## config.mk

```make
export PLATFORM = sky130hd
export DESIGN_NAME = cp0_nested
export DESIGN_NICKNAME = d
export VERILOG_FILES = /design/src/rtl/cp0_pkg.sv /design/src/rtl/cp0_ring_stack.sv /design/src/rtl/cp0_nested.sv
export SDC_FILE = /design/constraint.sdc
export NUM_CORES = 2
export LEC_CHECK = 0
export CAP_MARGIN = 10
export CELL_PAD_IN_SITES_DETAIL_PLACEMENT = 1
export CELL_PAD_IN_SITES_GLOBAL_PLACEMENT = 2
export CORE_ASPECT_RATIO = 0.6
export CORE_UTILIZATION = 46
export CTS_BUF_LIST = sky130_fd_sc_hd__clkbuf_2 sky130_fd_sc_hd__clkbuf_4 sky130_fd_sc_hd__clkbuf_8
export CTS_CLUSTER_DIAMETER = 30
export DETAILED_ROUTE_END_ITERATION = 7
export HOLD_SLACK_MARGIN = 0.12
export PLACE_DENSITY = 0.92
export SLEW_MARGIN = 20
export SYNTH_ARGS = -nofsm -noshare
export SYNTH_HDL_FRONTEND = slang
export SYNTH_SLANG_ARGS = --single-unit
```

## constraint.sdc

```tcl
create_clock -name clk -period 4.05 [get_ports clk]
set_input_delay 1.215 -clock clk [delete_from_list [all_inputs] [get_ports clk]]
set_output_delay 1.215 -clock clk [all_outputs]
set_load 0.01 [all_outputs]
```

## src/rtl/cp0_pkg.sv

```systemverilog
// cp0_pkg: shared encodings for the nested coprocessor-0 controller.
`default_nettype none

package cp0_pkg;

  typedef enum logic [2:0] {
    OP_NONE = 3'd0,
    OP_MTC0 = 3'd1,
    OP_MFC0 = 3'd2,
    OP_ERET = 3'd3
  } cp_op_e;

  localparam logic [4:0] REG_EBASE  = 5'd3;
  localparam logic [4:0] REG_STATUS = 5'd12;
  localparam logic [4:0] REG_CAUSE  = 5'd13;
  localparam logic [4:0] REG_EPC    = 5'd14;
  localparam logic [4:0] REG_DEPTH  = 5'd15;

  localparam int ST_IE  = 0;
  localparam int ST_OVF = 31;

  localparam int CAUSE_UNDEF = 1;
  localparam int CAUSE_OVF   = 2;
  localparam int CAUSE_RANGE = 4;

endpackage

`default_nettype wire

```

## src/rtl/cp0_ring_stack.sv

```systemverilog
// cp0_ring_stack: LIFO of {epc, ring} save slots; push+pop together replaces the top.
`default_nettype none

module cp0_ring_stack #(
  parameter int unsigned DEPTH = 4,
  parameter int unsigned RW    = 3,
  localparam int unsigned AW   = $clog2(DEPTH)
) (
  input  logic          clk,
  input  logic          rst_n,
  input  logic          push,
  input  logic          pop,
  input  logic [31:0]   push_epc,
  input  logic [RW-1:0] push_ring,
  input  logic          wr_top,
  input  logic [31:0]   wr_epc,
  output logic          full,
  output logic          empty,
  output logic [31:0]   top_epc,
  output logic [RW-1:0] top_ring,
  output logic [AW:0]   count
);

  localparam logic [AW:0] ONE = (AW+1)'(1);

  logic [31:0]   epc_mem  [DEPTH];
  logic [RW-1:0] ring_mem [DEPTH];
  logic [AW:0]   sp;
  logic [AW-1:0] top_idx;

  assign full     = (sp == (AW+1)'(DEPTH));
  assign empty    = (sp == '0);
  assign top_idx  = AW'(sp - ONE);
  assign top_epc  = epc_mem[top_idx];
  assign top_ring = ring_mem[top_idx];
  assign count    = sp;

  always_ff @(posedge clk or negedge rst_n) begin
    if (!rst_n) begin
      sp <= '0;
      for (int i = 0; i < int'(DEPTH); i++) begin
        epc_mem[i]  <= '0;
        ring_mem[i] <= '0;
      end
    end else begin
      if (wr_top && !empty)
        epc_mem[top_idx] <= wr_epc;
      if (push && pop && !empty) begin
        epc_mem[top_idx]  <= push_epc;
        ring_mem[top_idx] <= push_ring;
      end else if (push && !full) begin
        epc_mem[sp[AW-1:0]]  <= push_epc;
        ring_mem[sp[AW-1:0]] <= push_ring;
        sp <= sp + ONE;
      end else if (pop && !empty) begin
        sp <= sp - ONE;
      end
    end
  end

endmodule

`default_nettype wire

```

## src/rtl/cp0_nested.sv

```systemverilog
// cp0_nested: CP0 controller with prioritised nested interrupts, exceptions,
// ERET and vectored dispatch, backed by an EPC/ring save stack.
`default_nettype none

module cp0_nested
  import cp0_pkg::*;
#(
  parameter int unsigned N_LVL       = 4,
  parameter int unsigned STACK_DEPTH = 4,
  parameter int unsigned CAUSE_W     = 3,
  parameter int unsigned VEC_SHIFT   = 3,
  parameter logic [31:0] EBASE_RST   = 32'h0000_0024,
  localparam int unsigned LW         = $clog2(N_LVL + 1)
) (
  input  logic               clk,
  input  logic               rst_n,
  input  logic               cpu_en,
  input  logic [2:0]         cp_oper,
  input  logic [4:0]         addr_r,
  output logic [31:0]        data_r,
  input  logic [4:0]         addr_w,
  input  logic [31:0]        data_w,
  input  logic [CAUSE_W-1:0] cause,
  input  logic [LW-1:0]      irq_level,
  input  logic [31:0]        ex_pc,
  input  logic [31:0]        id_pc,
  output logic               epc_ctrl,
  output logic [31:0]        jump_addr,
  output logic               except_clear,
  output logic               eret_clear,
  output logic [LW-1:0]      ring,
  output logic               stk_ovf
);

  localparam int unsigned PW = $clog2(STACK_DEPTH) + 1;

  logic [31:0]   regs [32];
  logic [31:0]   ebase, rd_val, exc_vec, irq_vec, cause_val, jump_nxt, push_epc;
  logic [31:0]   top_epc;
  logic [LW-1:0] top_ring, ring_nxt;
  logic [PW-1:0] depth;
  logic [4:0]    irq_idx;
  logic          ie, mtc0, exc_take, eret_take, irq_take, evt_take, evt_full;
  logic          push, pop, wr_top, full, empty, evt_pend;

  cp0_ring_stack #(
    .DEPTH (STACK_DEPTH),
    .RW    (LW)
  ) u_stack (
    .clk       (clk),
    .rst_n     (rst_n),
    .push      (push),
    .pop       (pop),
    .push_epc  (push_epc),
    .push_ring (ring),
    .wr_top    (wr_top),
    .wr_epc    (data_w),
    .full      (full),
    .empty     (empty),
    .top_epc   (top_epc),
    .top_ring  (top_ring),
    .count     (depth)
  );

  always_comb begin
    ebase    = regs[REG_EBASE];
    ie       = regs[REG_STATUS][ST_IE];
    irq_idx  = 5'(irq_level);
    mtc0     = cpu_en && (cp_oper == OP_MTC0);
    wr_top   = mtc0 && (addr_w == REG_EPC);

    // Priority: exception, then ERET, then interrupt.
    exc_take  = cpu_en && (cause != '0) && ie;
    eret_take = cpu_en && !exc_take && (cp_oper == OP_ERET);
    irq_take  = cpu_en && !exc_take && !eret_take && ie && (irq_level != '0) &&
                (32'(irq_level) <= N_LVL) && (irq_level > ring) &&
                regs[REG_STATUS][irq_idx];
    evt_take  = exc_take | irq_take;
    evt_full  = evt_take & full;
    push      = evt_take & ~full;
    pop       = eret_take & ~empty;
    push_epc  = exc_take ? (ex_pc + 32'd4) : id_pc;

    exc_vec = ebase + (32'(cause) << VEC_SHIFT);
    irq_vec = ebase + ((32'((1 << CAUSE_W) - 1) + 32'(irq_level)) << VEC_SHIFT);

    ring_nxt  = ring;
    jump_nxt  = jump_addr;
    cause_val = regs[REG_CAUSE];
    if (exc_take) begin
      ring_nxt  = LW'(N_LVL);
      jump_nxt  = full ? ebase : exc_vec;
      cause_val = {16'h0, 8'(N_LVL), 8'(cause)};
    end else if (eret_take) begin
      ring_nxt = empty ? '0 : top_ring;
      jump_nxt = empty ? regs[REG_EPC] : top_epc;
    end else if (irq_take) begin
      ring_nxt  = full ? LW'(N_LVL) : irq_level;
      jump_nxt  = full ? ebase : irq_vec;
      cause_val = {16'h0, 8'(irq_level), 8'h0};
    end

    case (addr_r)
      REG_EPC:    rd_val = empty ? regs[REG_EPC] : top_epc;
      REG_DEPTH:  rd_val = 32'(depth);
      REG_STATUS: rd_val = {stk_ovf, regs[REG_STATUS][30:0]};
      default:    rd_val = regs[addr_r];
    endcase
  end

  always_ff @(posedge clk or negedge rst_n) begin
    if (!rst_n) begin
      for (int i = 0; i < 32; i++) regs[i] <= '0;
      regs[REG_EBASE] <= EBASE_RST;
      data_r       <= '0;
      ring         <= '0;
      jump_addr    <= '0;
      epc_ctrl     <= 1'b0;
      eret_clear   <= 1'b0;
      evt_pend     <= 1'b0;
      except_clear <= 1'b0;
      stk_ovf      <= 1'b0;
    end else begin
      if (mtc0 && (addr_w != REG_DEPTH))
        regs[addr_w] <= data_w;
      if (evt_take)
        regs[REG_CAUSE] <= cause_val;
      if (cpu_en && (cp_oper == OP_MFC0))
        data_r <= rd_val;
      ring      <= ring_nxt;
      jump_addr <= jump_nxt;
      // Flush requests stay up while the pipeline is stalled.
      epc_ctrl     <= evt_take | eret_take | (epc_ctrl & ~cpu_en);
      eret_clear   <= eret_take | (eret_clear & ~cpu_en);
      evt_pend     <= evt_take;
      except_clear <= evt_pend;
      if (evt_full)
        stk_ovf <= 1'b1;
      else if (mtc0 && (addr_w == REG_STATUS) && !data_w[ST_OVF])
        stk_ovf <= 1'b0;
    end
  end

endmodule

`default_nettype wire

```

## Word-level counts from Yosys, hierarchy flattened

Cells that the tools add are included.

- ROM bits: 0
- Register bits: 1,239
- Memory bits (writable): 0
- Memories: 0
- Bits of input ports: 118
- Bits in latches: 0

- Multipliers: 0
- Div/mod/pow operators: 0
- Magnitude comparators: 10
- Equality and inequality tests: 12
- Shift-type cells: 0
- Reduce and logical (&&, ||, !) cells: 39
- Bitwise gates (word level): 17
- Add/sub/neg operators: 6
- Mux-type cells: 54

Operator list:

| cell | count |
|---|---|
| $bwmux W1024 | 1 |
| $mux W608 | 1 |
| $mux W32 | 18 |
| $bwmux W128 | 3 |
| $mux W128 | 3 |
| $bmux W32 S5 | 1 |
| $demux W32 S5 | 1 |
| $demux W32 S2 | 2 |
| $pmux W32 S3 | 1 |
| $bmux W32 S2 | 1 |
| $mux W3 | 11 |
| $add A32 B3 Y32 const B | 1 |
| $add A32 B6 Y32 | 1 |
| $add A32 B7 Y32 | 1 |
| $eq A5 B4 Y1 const B | 5 |
| $bwmux W12 | 2 |
| $logic_and A1 B1 Y1 | 24 |
| $mux W12 | 2 |
| $demux W3 S2 | 2 |
| $ge A6 B6 Y1 const B | 2 |
| $not A5 Y6 | 2 |
| $reduce_bool A3 Y1 | 3 |
| $reduce_bool A2 Y1 | 4 |
| $bmux W3 S2 | 1 |
| 24 further kinds | 45 |

## Longest topological paths before layout

- Word-level depth: 19
- Depth in mapped cells: 13
- Mapped depth without buffers: 11

## Hierarchy

Synthesis repeated with hierarchy kept, for this count alone.

- Cell total of the unflattened synthesis: 4,281
- Area, all modules: 60,890.9 um2

Modules (own cells, without submodules):

| module | times used | cells an instance | area an instance (um2) |
|---|---|---|---|
| cp0_nested | 1 | 3,737 | 52,659.3 |
| cp0_ring_stack | 1 | 544 | 8,231.6 |

## Worst setup path before layout

OpenSTA, ideal clock, no wires.

- Kind: input -> register
- Start point: input irq_level[0]
- End point: register jump_addr[27]
- Buffers on the path: 0
- Data arrival time: 3,569 ps
- Library setup time: 129 ps
- Path slack: 353 ps
- Data required time: 3,921 ps
- Stages: 11
- Path through: inv_1 > ha_1 > ha_1 > inv_1 > ha_1 > nand3_1 > a21o_1 > or4b_2 > xnor2_1 > a221oi_1 > a21oi_1

- Longest elaborated chain between the ends: 6
- Elaborated cells on any way between the ends: 16

RTL lines:

| what | line | text |
|---|---|---|
| start: declaration | cp0_nested.sv:24 | `input logic [LW-1:0] irq_level,` |
| $add A3 B3 Y4 / $reduce_bool A3 Y1 (equally long branches) | cp0_nested.sv:85, cp0_nested.sv:75 |  |
| $add A32 B7 Y32 / $logic_and A1 B1 Y1 (equally long branches) | cp0_nested.sv:85, cp0_nested.sv:75 |  |
| $mux W32 / $logic_and A1 B1 Y1 (equally long branches) | cp0_nested.sv:99, cp0_nested.sv:75 |  |
| $mux W32 / $logic_and A1 B1 Y1 (equally long branches) | cp0_nested.sv:97, cp0_nested.sv:76 |  |
| $mux W32 / $logic_and A1 B1 Y1 (equally long branches) | cp0_nested.sv:94, cp0_nested.sv:76 |  |
| $mux W32 / $reduce_bool A3 Y1 (equally long branches) | - |  |
| end signal: assignment | cp0_nested.sv:131 | `jump_addr <= jump_nxt;` |
| end: declaration | cp0_nested.sv:28 | `output logic [31:0] jump_addr,` |

Several ways; a longest one is shown, not always the timed one. The select of a mux whose other input is x is not followed.
A chain may end at the register's enable or synchronous reset.

## Worst setup path in the final report

Ends and elaborated chain as after synthesis.

==> reports/qor.yml <==
status: "finished, final reports clean"
cp.depth: 12
synth-warning-count: 0
die_x_um: 469
numClockSinks: 1239
num_rows: 102
vias: 42400
drive_gt1_frac: 0.423
initial_utilization: 0.465
critPathTopFamily: "adder cells"
post-place-cells: 6171
p_leak_uw: 0.0325
ys_ff_latch: 1239
yosys-top-cells-count: "1237 x dfrtp_1, 963 x mux2_2, 316 x mux4_2, 300 x mux2i_1, 275 x clkbuf_1"
clk_latency_ns: 0.92
ant_nets: 0
cts_hold_buf: 0
cts_resized: 0
drt-total-wl_um: 216000
synthCells: 4365
tightest_slew_ns: 1.20
ys_types: 84
root_buffer: "clkbuf_8"
layout.cells.non_filler: 6511
power_density_nw_per_um2: 438
arrival_ns: 4.33
grt_max_degree: 123
track_usage: 0.333
rrSetupSlack_ns: 0.63
synth_top_area_share: 0.515
start_kind: "input port"
syn_area_um2: 60100
path_common_cell: "ha_1"
h-tree-depth: 4
critPathKind: "in2reg"
die_y_um: 282
io_pins: 189
period_needed_ns: 3.56
post-route-period-util: 0.878
cts_made_buffers: 186
synth_most_common_cell: "dfrtp_1"
portBuffers: 188
finClkSkew_ns: 0.0443
grt_pass1_wl_um: 320000
slew_viol_final: 0
crit_required_ns: 4.83
rr_endpoint: "jump_addr[14]"
maxSlewHeadroom: 0.194
ff2ff_path_depth: 8
first_global_vias: 45400
syn2layout_area_growth_pct: 16.8
dieArea_um2: 132000
synthFlopType: "dfrtp_1"
core_area_um2: 129000
fill_cells: 12400
cts_max_path_buffers: 3
drtIter0Drc: 4964
synth_area_leaders: "dfrtp_1 52%, mux2_2 18%, mux4_2 12%"
peakVddDrop_mv: 0.348
drc: 0
slowest_delay_ns: 0.64
cp_max_fo: 2
drtPass1Iterations: 8
total_power_uw: 30800
wl_per_cell_um: 33.1
endpoint_kind: "flop"
finalSetupViolCount: 0
place_hpwl_um: 145000
regToRegStartpoint: "u_stack.count[0]"
grt_overflow: 0
cp_slowest_cell: "or4b_2"
maxCapViolCount: 0
cts_setup_buffers: 0
max_freq_mhz: 281
nets: 4783
synth_seq_area_share: 0.516
antenna_found_initial: 11
cts_tree: "yes"
synth_largest_area_cell: "dfrtp_1"
min_path_type: "in2async"
via_per_inst: 6.52
hold_viol: 0
critPathBufInv: 3
synth-edff-count: 0
path_cells: "clkdlybuf4s50_1 > inv_1 > ha_1 > ha_1 > inv_1 > ha_1 > nand3_1 > a21o_1 > or4b_2 > xnor2_1 > a221oi_1 > a21oi_1"
rsz0062_at_grt: "no"
postSynthAreaPerCell_um2: 13.8
syn-num-nets: 4505
gp_congestion: 0.941
clk_pin_slew_ns: 0.07
synthArstFlopShare: 1.00
layer usage:
| layer | routed length (um) | vias up | GRT usage |
|---|---|---|---|
| met5 | 34 | - | 0 |
| met4 | 8020 | 6 | 0.128 |
| met3 | 22900 | 501 | 0.0961 |
| met2 | 94200 | 2405 | 0.479 |
| met1 | 90500 | 22800 | 0.475 |
| li1 | - | 16700 | - |
state kept, by name, indices dropped and copies added (netlist names), 3 cells and up:
name / count
regs: 991
u_stack.epc_mem: 128
data_r: 32
ebase: 32
jump_addr: 32
u_stack.ring_mem: 12
ring: 3
u_stack.count: 3
cells in the final DEF, fill, tap and decap left out, types with 7 or more instances in the layout:
cell type / synthesis / routed
a22oi_1: 23 / 23
buf_4: 9 / 254
mux2_2: 963 / 963
clkbuf_4: 0 / 56
ha_1: 20 / 18
nand2_1: 203 / 192
nand3_1: 48 / 45
a21oi_1: 139 / 139
mux4_2: 316 / 316
dfrtp_1: 1237 / 1236
a31oi_1: 13 / 13
inv_6: 0 / 7
nand2b_1: 10 / 10
xnor2_1: 42 / 42
o221ai_1: 16 / 16
and3_1: 14 / 14
nor2_1: 169 / 153
clkinv_2: 0 / 21
a211oi_1: 19 / 19
o211ai_1: 18 / 18
o21ai_0: 113 / 113
inv_1: 25 / 25
nand4_1: 26 / 26
nor2_4: 0 / 14
nor3_1: 23 / 19
mux2i_1: 300 / 300
clkdlybuf4s50_1: 0 / 182
nand2_2: 0 / 11
buf_12: 0 / 85
xor2_1: 22 / 22
clkbuf_8: 0 / 233
nor4_1: 8 / 8
clkinvlp_4: 0 / 7
o22ai_1: 25 / 25
how the worst max path moves through the flow:
stage / start / endpoint / slack, ns
floorplan: irq_level[0] / jump_addr[27] / 0.35
global route: irq_level[1] / jump_addr[27] / 0.46
detailed placement: irq_level[0] / jump_addr[27] / -0.35
global placement: irq_level[0] / jump_addr[27] / -0.37
finish: irq_level[0] / jump_addr[27] / 0.49
CTS: irq_level[0] / jump_addr[27] / 0.61
report_power, final:
part / switching, uW / internal [uW]
clock: 5360 / 6040
combinational: 2930 / 2270
sequential: 784 / 13400
cell type report:
cell class / count / area, um2 / area share
antenna: 6 / 15.0 / 0.000214
sequential: 1239 / 31000 / 0.442
clock inverter: 46 / 439 / 0.00626
timing repair buffer: 525 / 5480 / 0.0780
tap: 1716 / 2150 / 0.0306
multi-input combinational: 2664 / 27400 / 0.390
clock buffer: 288 / 3610 / 0.0515
inverter: 27 / 101 / 0.00144
through the flow:
stage / utilization / TNS (ns) / hold slack, ns / setup WS (ns) / instance area [um2]
4_1_cts: 0.543 / 0 / 0.213 / 0.609 / 70200
3_3_place_gp: 0.512 / -5.61 / 0.339 / -0.372 / 66100
3_5_place_dp: 0.512 / -15.34 / 0.351 / -0.348 / 66100
2_1_floorplan: - / 0 / 0.331 / 0.353 / 60100
5_1_grt: 0.543 / 0 / 0.230 / 0.462 / 70200
6_report: 0.543 / 0 / 0.174 / 0.493 / 70200
logic make-up (layout without fill, tap and decap cells):
| family | after synthesis | count (layout) | synth area share |
|---|---|---|---|
| adders and majority gates | 22 | 22 | 0.00483 |
| AOI/OAI and AO/OA | 437 | 437 | 0.0458 |
| xor gates and xnor gates | 64 | 64 | 0.00933 |
| buffers and inverters | 462 | 886 | 0.0319 |
| muxes | 1580 | 1580 | 0.349 |
| and+or+nand+nor | 561 | 561 | 0.0431 |
| DFF | 1239 | 1239 | 0.516 |
| other | 0 | 6 | 0 |
No activity file was read; power rests on OpenSTA's default activity.
